--- config.mk ---
export PLATFORM = sky130hd
export DESIGN_NAME = msrv32_dmem_bus_master
export DESIGN_NICKNAME = d
export VERILOG_FILES = /design/src/rtl/msrv32_pkg.sv /design/src/rtl/msrv32_wait_counter.sv /design/src/rtl/msrv32_dmem_bus_master.sv
export SDC_FILE = /design/constraint.sdc
export NUM_CORES = 1
export LEC_CHECK = 0
export BUFFER_PORTS_ARGS = -buffer_cell sky130_fd_sc_hd__buf_2
export CORE_UTILIZATION = 42
export DETAILED_ROUTE_END_ITERATION = 6
export PLACE_DENSITY_LB_ADDON = 0.15
export SLEW_MARGIN = 30
export SYNTH_ARGS = -nofsm -noshare
export SYNTH_HDL_FRONTEND = slang
export SYNTH_HIERARCHICAL = 1
export SYNTH_SLANG_ARGS = --single-unit
--- constraint.sdc ---
create_clock -name ms_riscv32_mp_clk_in -period 1.8 [get_ports ms_riscv32_mp_clk_in]
set_input_delay 0.45 -clock ms_riscv32_mp_clk_in [delete_from_list [all_inputs] [get_ports ms_riscv32_mp_clk_in]]
set_output_delay 0.45 -clock ms_riscv32_mp_clk_in [all_outputs]
set_load 0.01 [all_outputs]
--- src/rtl/msrv32_pkg.sv ---
// ==========================================================================
// msrv32_pkg : shared FSM, AHB and access-size encodings.  Rev 1.0
// ==========================================================================
`default_nettype none

package msrv32_pkg;

  localparam logic [1:0] ST_IDLE = 2'd0;
  localparam logic [1:0] ST_ADDR = 2'd1;
  localparam logic [1:0] ST_DATA = 2'd2;
  localparam logic [1:0] ST_RESP = 2'd3;

  localparam logic [1:0] HTRANS_IDLE   = 2'b00;
  localparam logic [1:0] HTRANS_NONSEQ = 2'b10;

  localparam logic [1:0] SIZE_BYTE = 2'b00;
  localparam logic [1:0] SIZE_HALF = 2'b01;
  localparam logic [1:0] SIZE_WORD = 2'b10;

  // Encoding 11 behaves exactly like a word access.
  function automatic logic [1:0] norm_size(input logic [1:0] size);
    return (size == 2'b11) ? SIZE_WORD : size;
  endfunction

  function automatic logic is_misaligned(input logic [1:0] size, input logic [1:0] lsb);
    logic mis;
    case (norm_size(size))
      SIZE_BYTE: mis = 1'b0;
      SIZE_HALF: mis = lsb[0];
      default:   mis = (lsb != 2'b00);
    endcase
    return mis;
  endfunction

endpackage

`default_nettype wire

--- src/rtl/msrv32_wait_counter.sv ---
// ==========================================================================
// msrv32_wait_counter : saturating counter with clear, enable, terminal count.
// Rev 1.0
// ==========================================================================
`default_nettype none

module msrv32_wait_counter #(
  parameter int MAX_COUNT = 255,
  parameter int WIDTH     = $clog2(MAX_COUNT + 1)
) (
  input  logic clk_i,
  input  logic rst_i,
  input  logic clr_i,
  input  logic en_i,
  output logic tc_o
);

  localparam logic [WIDTH-1:0] C_MAX = WIDTH'(MAX_COUNT);

  logic [WIDTH-1:0] count_q;

  always_ff @(posedge clk_i) begin
    if (rst_i) begin
      count_q <= '0;
    end else if (clr_i) begin
      count_q <= '0;
    end else if (en_i && (count_q != C_MAX)) begin
      count_q <= count_q + 1'b1;
    end
  end

  assign tc_o = (count_q == C_MAX);

endmodule

`default_nettype wire

--- src/rtl/msrv32_dmem_bus_master.sv ---
// ==========================================================================
// msrv32_dmem_bus_master : single-outstanding AHB-Lite data-memory master.
// Rev 1.0
// ==========================================================================
`default_nettype none

module msrv32_dmem_bus_master
  import msrv32_pkg::*;
#(
  parameter int TIMEOUT_CYCLES = 255
) (
  input  logic        ms_riscv32_mp_clk_in,
  input  logic        ms_riscv32_mp_rst_in,
  input  logic        req_valid_in,
  output logic        req_ready_out,
  input  logic        req_write_in,
  input  logic [31:0] req_addr_in,
  input  logic [1:0]  req_size_in,
  input  logic [31:0] req_wdata_in,
  output logic [31:0] haddr_out,
  output logic [1:0]  htrans_out,
  output logic        hwrite_out,
  output logic [2:0]  hsize_out,
  output logic [31:0] hwdata_out,
  input  logic [31:0] hrdata_in,
  input  logic        hready_in,
  input  logic        hresp_in,
  output logic [31:0] ms_riscv32_mp_dmdata_out,
  output logic        ahb_resp_out,
  output logic        rsp_valid_out,
  output logic        stall_out
);

  logic [1:0]  state_q, state_d;
  logic [31:0] addr_q;
  logic [1:0]  size_q;
  logic        write_q;
  logic [31:0] wdata_q;
  logic [31:0] rdata_q, rdata_d;
  logic        err_q, err_d;
  logic        accept;
  logic        to_addr;
  logic        wait_en;
  logic        wait_clr;
  logic        wait_tc;

  assign accept  = (state_q == ST_IDLE) && req_valid_in;
  assign to_addr = accept && !is_misaligned(req_size_in, req_addr_in[1:0]);

  always_comb begin
    state_d = state_q;
    err_d   = err_q;
    rdata_d = rdata_q;
    case (state_q)
      ST_IDLE: begin
        if (req_valid_in) begin
          if (is_misaligned(req_size_in, req_addr_in[1:0])) begin
            state_d = ST_RESP;
            err_d   = 1'b1;
          end else begin
            state_d = ST_ADDR;
          end
        end
      end
      ST_ADDR: begin
        if (hready_in) begin
          state_d = ST_DATA;
        end else if (wait_tc) begin
          state_d = ST_RESP;
          err_d   = 1'b1;
        end
      end
      ST_DATA: begin
        // Load data is captured even on an error beat.
        if (hready_in) begin
          state_d = ST_RESP;
          err_d   = hresp_in;
          if (!write_q) begin
            rdata_d = hrdata_in;
          end
        end else if (wait_tc) begin
          state_d = ST_RESP;
          err_d   = 1'b1;
        end
      end
      default: state_d = ST_IDLE;
    endcase
  end

  always_ff @(posedge ms_riscv32_mp_clk_in) begin
    if (ms_riscv32_mp_rst_in) begin
      state_q <= ST_IDLE;
      addr_q  <= '0;
      size_q  <= '0;
      write_q <= 1'b0;
      wdata_q <= '0;
      rdata_q <= '0;
      err_q   <= 1'b0;
    end else begin
      state_q <= state_d;
      rdata_q <= rdata_d;
      err_q   <= err_d;
      if (accept) begin
        addr_q  <= req_addr_in;
        size_q  <= norm_size(req_size_in);
        write_q <= req_write_in;
        wdata_q <= req_wdata_in;
      end
    end
  end

  assign wait_clr = to_addr || hready_in;
  assign wait_en  = ((state_q == ST_ADDR) || (state_q == ST_DATA)) && !hready_in;

  msrv32_wait_counter #(
    .MAX_COUNT (TIMEOUT_CYCLES)
  ) u_wait_counter (
    .clk_i (ms_riscv32_mp_clk_in),
    .rst_i (ms_riscv32_mp_rst_in),
    .clr_i (wait_clr),
    .en_i  (wait_en),
    .tc_o  (wait_tc)
  );

  assign req_ready_out            = (state_q == ST_IDLE);
  assign haddr_out                = addr_q;
  assign htrans_out               = (state_q == ST_ADDR) ? HTRANS_NONSEQ : HTRANS_IDLE;
  assign hwrite_out               = write_q;
  assign hsize_out                = {1'b0, size_q};
  assign hwdata_out               = (state_q == ST_DATA) ? wdata_q : 32'h0;
  assign ms_riscv32_mp_dmdata_out = rdata_q;
  assign ahb_resp_out             = err_q;
  assign rsp_valid_out            = (state_q == ST_RESP);
  assign stall_out                = (req_valid_in && (state_q != ST_IDLE)) ||
                                    (state_q == ST_ADDR) || (state_q == ST_DATA) ||
                                    (state_q == ST_RESP);

endmodule

`default_nettype wire
==> out/qor.yml, run 1 <==
global_route:
  grt_start_max_net_pins: 67
  aggregate_global_routing_overflow: 0
  grt_pass1_wl_um: 18800
  grt_antenna_before_repair: 0
  first_global_vias: 4108
  track_usage_pct: 21.1
outcome:
  violations: "negative setup slack"
  run_status: "finished with violations"
floorplan:
  core_ar_um2: 9950
  die_extent_in_y_um: 104
  dieArea_um2: 10900
  floorplan.initialDensity_pct: 44.1
  floorplan.die.width_um: 104
  design.portCount: 210
  fp-row-count: 36
placement:
  gp_routability_congestion: 0.828
  place.port_buffers: 207
  post-dp-hpwl_um: 8190
  placed_area_um2: 5580
  dpl_worst_slack_ps: -8.59
route:
  route.met3.wl_um: 838
  remaining_drc_errors: 0
  drt-wirelength-per-cell_um: 13.0
  drt_pass1_iterations: 4
  drtIter0Drc: 177
  routed_wl_um: 11600
  number_of_antenna_violating_nets_in_the_routed_design: 0
  route.detailed.vias_per_inst: 4.86
  met1Wirelength_um: 4930
  wl_met2_um: 5610
  routed-via-count: 4331
  highest-signal-layer: "met4"
sta:
  final.setup_skew_ps: 7.46
  hold_slack_ps: 302
  final_hold_viol_count: 0
  rsz0062_at_grt: "true"
  setup-tns-final_ps: -914
  crit_path_setup_slack_layout_ps: -45.3
  max_clock_freq_mhz: 542
  timing.final.crit_period_ps: 1850
  fin_crit_sh_pct: 103
  finalMaxSlewViolations: 0
  setup_viol: 32
synth:
  synth_top_family_by_area: "simple AND/OR/NAND/NOR gates"
  post_synth_inst_count: 554
  synth_area_leaders: "sky130_fd_sc_hd__dfxtp_1, sky130_fd_sc_hd__nand2_1, sky130_fd_sc_hd__a21oi_1, sky130_fd_sc_hd__and2_1, sky130_fd_sc_hd__buf_6"
  yosys_top_cell_by_area: "sky130_fd_sc_hd__dfxtp_1"
  synth_xor_area_share_pct: 0
  yosys.cell_count.top_type: "sky130_fd_sc_hd__nand2_1"
  syn_area_per_cell_um2: 7.93
  yosys-mux-area-fraction_pct: 0.684
  synth-adder-area-share_pct: 1.71
  synth_top_cell_area_share_pct: 50.2
  postSynthRegisterBits: 110
  synth-seq-area-share_pct: 50.2
  synth_enable_flop_cells: 0
  synth.lib_cells_used.distinct: 46
  yosys_warnings: 6
  synth_compound_area_share_pct: 15.3
  post_synth_instance_area_um2: 4390
  synthSimpleGateAreaFrac_pct: 26.5
  synthArstFlopShare_pct: 0
  synth.top_cells.by_count: "sky130_fd_sc_hd__nand2_1, sky130_fd_sc_hd__dfxtp_1, sky130_fd_sc_hd__a21oi_1"
  synthFlopType: "sky130_fd_sc_hd__dfxtp_1"
cells_and_area:
  area.sequential_um2: 2210
  post_route_cells_drive_above_1_share_pct: 35.5
  design_area_um2: 5890
  area.growth.synth_to_final_pct: 34.2
  multiInputGateArea_um2: 2030
  nNetsFinal: 863
  insertedDiodeCount: 0
  filler_cell_count: 917
pwr:
  p_int_uw: 3760
  relative_contribution_of_combinational_cells_to_total_power_pct: 23.7
  clock_power_share_pct: 26.0
  power_density_nw_per_um2: 931
  sequentialPowerShare_pct: 50.3
  leakage_uw: 0.00272
  vdd.ir_drop.worst_mv: 0.449
  switching_share_pct: 31.4
  p_switching_uw: 1720
cts:
  clk_pin_slew_worst_setup_hold_paths_ps: 110
  insertion_delay_ps: 370
  cts_bufs_inserted: 9
  h-tree-depth: 3
  clock_tree_from_tritoncts: "yes"
  cts_root_buf: "sky130_fd_sc_hd__clkbuf_8"
  ctsLongestPathBuffers: 2
  cts.sinks: 110
worst_setup_path:
  worst-path-max-fanout: 21
  timing_worst_setup_path_type: "reg2out"
  timing.critical_path.arrival_ps: 1400
  worstReg2RegStart: "u_wait_counter/count_q[1]$_SDFFE_PP0P_"
  crit_required_ps: 1350
  nature_of_the_critical_path_endpoint: "primary output"
  cp-start-kind: "flip-flop"
  startpoint: "state_q[0]$_SDFFE_PP0P_"
worst_hold_path:
  holdCritStartpoint: "req_addr_in[11]"
  hold_path_class: "in2reg"
flow_run:
  cap_violations: 0
power groups by stage:
stage / combinational (uW) / clock [uW] / sequential (uW)
after global routing: 1440 / 1590 / 2790
after detailed placement: 1240 / 0 / 2810
after global placement: 1210 / 0 / 2800
after floorplan: 716 / 0 / 2860
final: 1300 / 1430 / 2760
after CTS: 1270 / 1480 / 2760
worst paths after layout:
path	end	slack (ps)	depth (start not counted)
max reg2reg	ahb_resp_out$_SDFFE_PP0P_	50	7
min reg2reg	wdata_q[21]$_SDFFE_PP0P_	460	2
min	haddr_out[11]$_SDFFE_PP0P_	300	3
max	hwdata_out[3]	-50	5
stage by stage:
stage / total power [uW] / utilization [%] / std cells
detailed placement: 4050 / 56.0 / 871
CTS: 5510 / 58.3 / 888
global placement: 4010 / 56.0 / 871
floorplan: 3580 / - / 555
global route: 5830 / 59.2 / 891
finish: 5490 / 59.2 / 891
sequential cells by signal, summed over array words and instances (netlist names):
signal	cells
state_q	2
haddr_out	32
u_wait_counter/count_q	8
hwrite_out	1
wdata_q	32
size_q	2
ahb_resp_out	1
ms_riscv32_mp_dmdata_out	32
what timing repair did:
item / CTS / global route
endpoints found under the setup margin: 33 / 40
hold buffers: 0 / 0
pin swaps: 0 / 2
setup buffers: 1 / 3
resized for setup: 9 / 16
cell type report:
class	count	share of cell area (%)
tap	133	2.82
sequential	110	37.6
clock buffer	10	2.34
inverter	5	0.361
multi-input combinational	401	34.4
timing repair buffer	226	21.7
clock inverter	6	0.849
cell families after synthesis:
family | Yosys count
and+or+nand+nor | 267
AOI/OAI and AO/OA | 123
DFF | 110
buffers and inverters | 44
adders and majority gates | 6
muxes | 3
other | 1
layout by cell type, fill, tap and decap left out, types with 3 or more instances in the layout:
| master | synthesis | layout |
|---|---|---|
| sky130_fd_sc_hd__a21oi_1 | 103 | 103 |
| sky130_fd_sc_hd__and2_1 | 34 | 29 |
| sky130_fd_sc_hd__and2_4 | 0 | 4 |
| sky130_fd_sc_hd__buf_12 | 0 | 6 |
| sky130_fd_sc_hd__buf_2 | 10 | 204 |
| sky130_fd_sc_hd__buf_4 | 3 | 13 |
| sky130_fd_sc_hd__clkbuf_8 | 0 | 10 |
| sky130_fd_sc_hd__dfxtp_1 | 110 | 106 |
| sky130_fd_sc_hd__dfxtp_4 | 0 | 3 |
| sky130_fd_sc_hd__ha_4 | 0 | 3 |
| sky130_fd_sc_hd__inv_1 | 5 | 3 |
| sky130_fd_sc_hd__inv_6 | 0 | 3 |
| sky130_fd_sc_hd__mux2i_1 | 3 | 3 |
| sky130_fd_sc_hd__nand2_1 | 204 | 202 |
| sky130_fd_sc_hd__nand2_2 | 1 | 3 |
| sky130_fd_sc_hd__nor2_1 | 5 | 4 |
| sky130_fd_sc_hd__nor2b_1 | 3 | 3 |
| sky130_fd_sc_hd__o21ai_0 | 4 | 4 |
| sky130_fd_sc_hd__or3_1 | 3 | 3 |
layer usage:
layer  track usage [%]  up-vias
li1                  -     2195
met4              9.18        0
met5                 0        -
met3              5.95       20
met2              36.4      154
met1              24.4     1962
worst max-delay path, cell delays in order (launching register included):
cell and delay (ps):
sky130_fd_sc_hd__dfxtp_4 370, sky130_fd_sc_hd__inv_4 40, sky130_fd_sc_hd__ha_4 170, sky130_fd_sc_hd__buf_12 150, sky130_fd_sc_hd__and2_1 160, sky130_fd_sc_hd__buf_2 130
(Power assumes the default switching activity.)
==> run 2, diff against run 1 <==
--- a/config.mk
+++ b/config.mk
@@ -6,8 +6,9 @@
 export NUM_CORES = 1
 export LEC_CHECK = 0
 export BUFFER_PORTS_ARGS = -buffer_cell sky130_fd_sc_hd__buf_2
-export CORE_UTILIZATION = 42
+export CORE_UTILIZATION = 33
 export DETAILED_ROUTE_END_ITERATION = 6
+export GPL_TIMING_DRIVEN = 1
 export PLACE_DENSITY_LB_ADDON = 0.15
 export SLEW_MARGIN = 30
 export SYNTH_ARGS = -nofsm -noshare
==> run 2 against run 1 <==
The run still ends with negative setup slack left; setup slack gained 31 ps; sequential share of layout area shrank 1.6 points; first-iteration DRC count grew 36%; cell count grew 4.2%; register-to-register slack gained 20 ps; via count shrank 1.4%; clock-buffer cell count shrank 1; sequential power is essentially flat; critical endpoint is now hwdata_out[9]; largest cell class unchanged; highest routed layer unchanged.
==> out/qor.yml, run 2 (synthesized netlist as in run 1, its figures left out) <==
outcome:
  run_status: "finished with violations"
  violations: "negative setup slack"
route:
  routed-via-count: 4269  # -1.4%
  drtIter0Drc: 240  # +36%
  drt-wirelength-per-cell_um: 12.7  # -2.2%
  remaining_drc_errors: 0  # unchanged
  number_of_antenna_violating_nets_in_the_routed_design: 0  # unchanged
  route.detailed.vias_per_inst: 4.60  # -5.4%
  routed_wl_um: 11800  # +1.8%
  drt_pass1_iterations: 4  # unchanged
placement:
  gp_routability_congestion: 0.769  # -7.1%
  place.port_buffers: 207  # unchanged
  placed_area_um2: 5620  # +0.83%
  post-dp-hpwl_um: 8330  # +1.7%
floorplan:
  die_extent_in_y_um: 117  # +13%
  fp-row-count: 41  # +14%
  design.portCount: 210  # unchanged
  floorplan.initialDensity_pct: 34.4  # -9.7 points
  core_ar_um2: 12800  # +28%
  dieArea_um2: 13800  # +27%
  floorplan.die.width_um: 117  # +13%
cells_and_area:
  mostFrequentLayoutCell: "sky130_fd_sc_hd__nand2_1"
  insertedDiodeCount: 0  # unchanged
  nNetsFinal: 861  # -0.23%
  layout_common_cells: "sky130_fd_sc_hd__nand2_1, sky130_fd_sc_hd__buf_2, sky130_fd_sc_hd__dfxtp_1"
  design_area_um2: 6150  # +4.4%
  post_route_cells_drive_above_1_share_pct: 36.4  # +0.89 points
  area.growth.synth_to_final_pct: 40.1
  postLayoutCoreUtil_pct: 48.2  # -11 points
sta:
  final_hold_viol_count: 0  # unchanged
  finalMaxSlewViolations: 0  # unchanged
  setup_viol: 18  # -44%
  crit_path_setup_slack_layout_ps: -14.5  # +30.8 ps
  timing.final.crit_period_ps: 1810  # -30.8 ps
  setup-tns-final_ps: -187  # +728 ps
  max_clock_freq_mhz: 551  # +1.7%
  rsz0062_at_grt: "true"
  final.setup_skew_ps: 8.05  # +0.597 ps
  fin_crit_sh_pct: 101  # -1.7 points
worst_hold_path:
  hold_path_class: "in2reg"
pwr:
  leakage_uw: 0.00280  # +2.8%
  power_density_nw_per_um2: 1010  # +8.7%
  vdd.ir_drop.worst_mv: 0.705  # +57%
worst_setup_path:
  timing_worst_setup_path_type: "reg2out"
  timing.critical_path.arrival_ps: 1360  # -40 ps
  crit_required_ps: 1350  # about the same
  nature_of_the_critical_path_endpoint: "primary output"
  cp-start-kind: "flip-flop"
  worst-path-max-fanout: 21  # unchanged
cts:
  h-tree-depth: 3  # unchanged
  clock_tree_from_tritoncts: "yes"
  cts_bufs_inserted: 9  # unchanged
  cts.sinks: 110  # unchanged
  postCtsHoldBufs: 0  # unchanged
  cts_root_buf: "sky130_fd_sc_hd__clkbuf_16"
  ctsLongestPathBuffers: 2  # unchanged
  clk_pin_slew_worst_setup_hold_paths_ps: 70  # -40 ps
  insertion_delay_ps: 350  # -20 ps
global_route:
  grt_pass1_wl_um: 19400  # +3.5%
  first_global_vias: 3964  # -3.5%
  track_usage_pct: 17.4  # -3.7 points
  grt_antenna_before_repair: 0  # unchanged
  grt_start_max_net_pins: 67  # unchanged
  aggregate_global_routing_overflow: 0  # unchanged
flow_run:
  cap_violations: 0  # unchanged
-- run 2: power breakdown --
| part | leakage, uW | switching [uW] | internal [uW] |
|---|---|---|---|
| combinational | 0.00174 | 748 | 565 |
| sequential | 0.000900 | 112 | 2650 |
| clock | 0.000156 | 925 | 1230 |
| total | 0.00280 | 1790 | 4440 |
-- run 2: cell type report --
| type | instances | area (um^2) |
|---|---|---|
| timing repair buffer | 224 | 1350 |
| sequential | 110 | 2210 |
| clock buffer | 9 | 225 |
| inverter | 5 | 21.3 |
| fill | 1298 | 6620 |
| clock inverter | 7 | 96.3 |
| tap | 172 | 215 |
| multi-input combinational | 401 | 2030 |
-- run 2: per-stage QoR --
step | hold slack, ps | total power [uW] | instances | setup slack (ps)
finish | 328 | 6220 | 928 | -14.5
global route | 318 | 6570 | 928 | -65.5
CTS | 310 | 6310 | 928 | -32.7
detailed placement | 442 | 4050 | 908 | 23.9
global placement | 437 | 4020 | 908 | 65.6
floorplan | 432 | 3580 | 555 | 26.4
-- run 2: worst paths after layout --
kind / slack [ps] / cells after the start / end / from
max reg2reg: 70 / 7 / ahb_resp_out$_SDFFE_PP0P_ / u_wait_counter/count_q[0]$_SDFFE_PP0P_
min reg2reg: 450 / 2 / ms_riscv32_mp_dmdata_out[4]$_SDFFE_PP0P_ / ms_riscv32_mp_dmdata_out[4]$_SDFFE_PP0P_
min: 330 / 3 / ms_riscv32_mp_dmdata_out[31]$_SDFFE_PP0P_ / hrdata_in[31]
max: -10 / 5 / hwdata_out[9] / state_q[0]$_SDFFE_PP0P_
-- run 2: critical path: stages, from the launching register on --
cell and delay, ps:
sky130_fd_sc_hd__dfxtp_4 360, sky130_fd_sc_hd__inv_4 40, sky130_fd_sc_hd__ha_4 170, sky130_fd_sc_hd__buf_12 150, sky130_fd_sc_hd__and2_1 150, sky130_fd_sc_hd__buf_2 130
-- run 2: layer usage --
layer / up-vias / track usage (%) / share of wire (%)
li1: 2194 / - / -
met1: 1943 / 20.7 / 43
met2: 123 / 29.3 / 50
met3: 9 / 5.59 / 6.2
met4: 0 / 5.93 / 1.1
met5: - / 0 / 0
-- run 2: timing repair --
item,4_1_cts,5_1_grt
buffers inserted,3,0
resized for setup,27,17
pin swaps,1,5
setup endpoints to repair,32,41
cloned,1,0
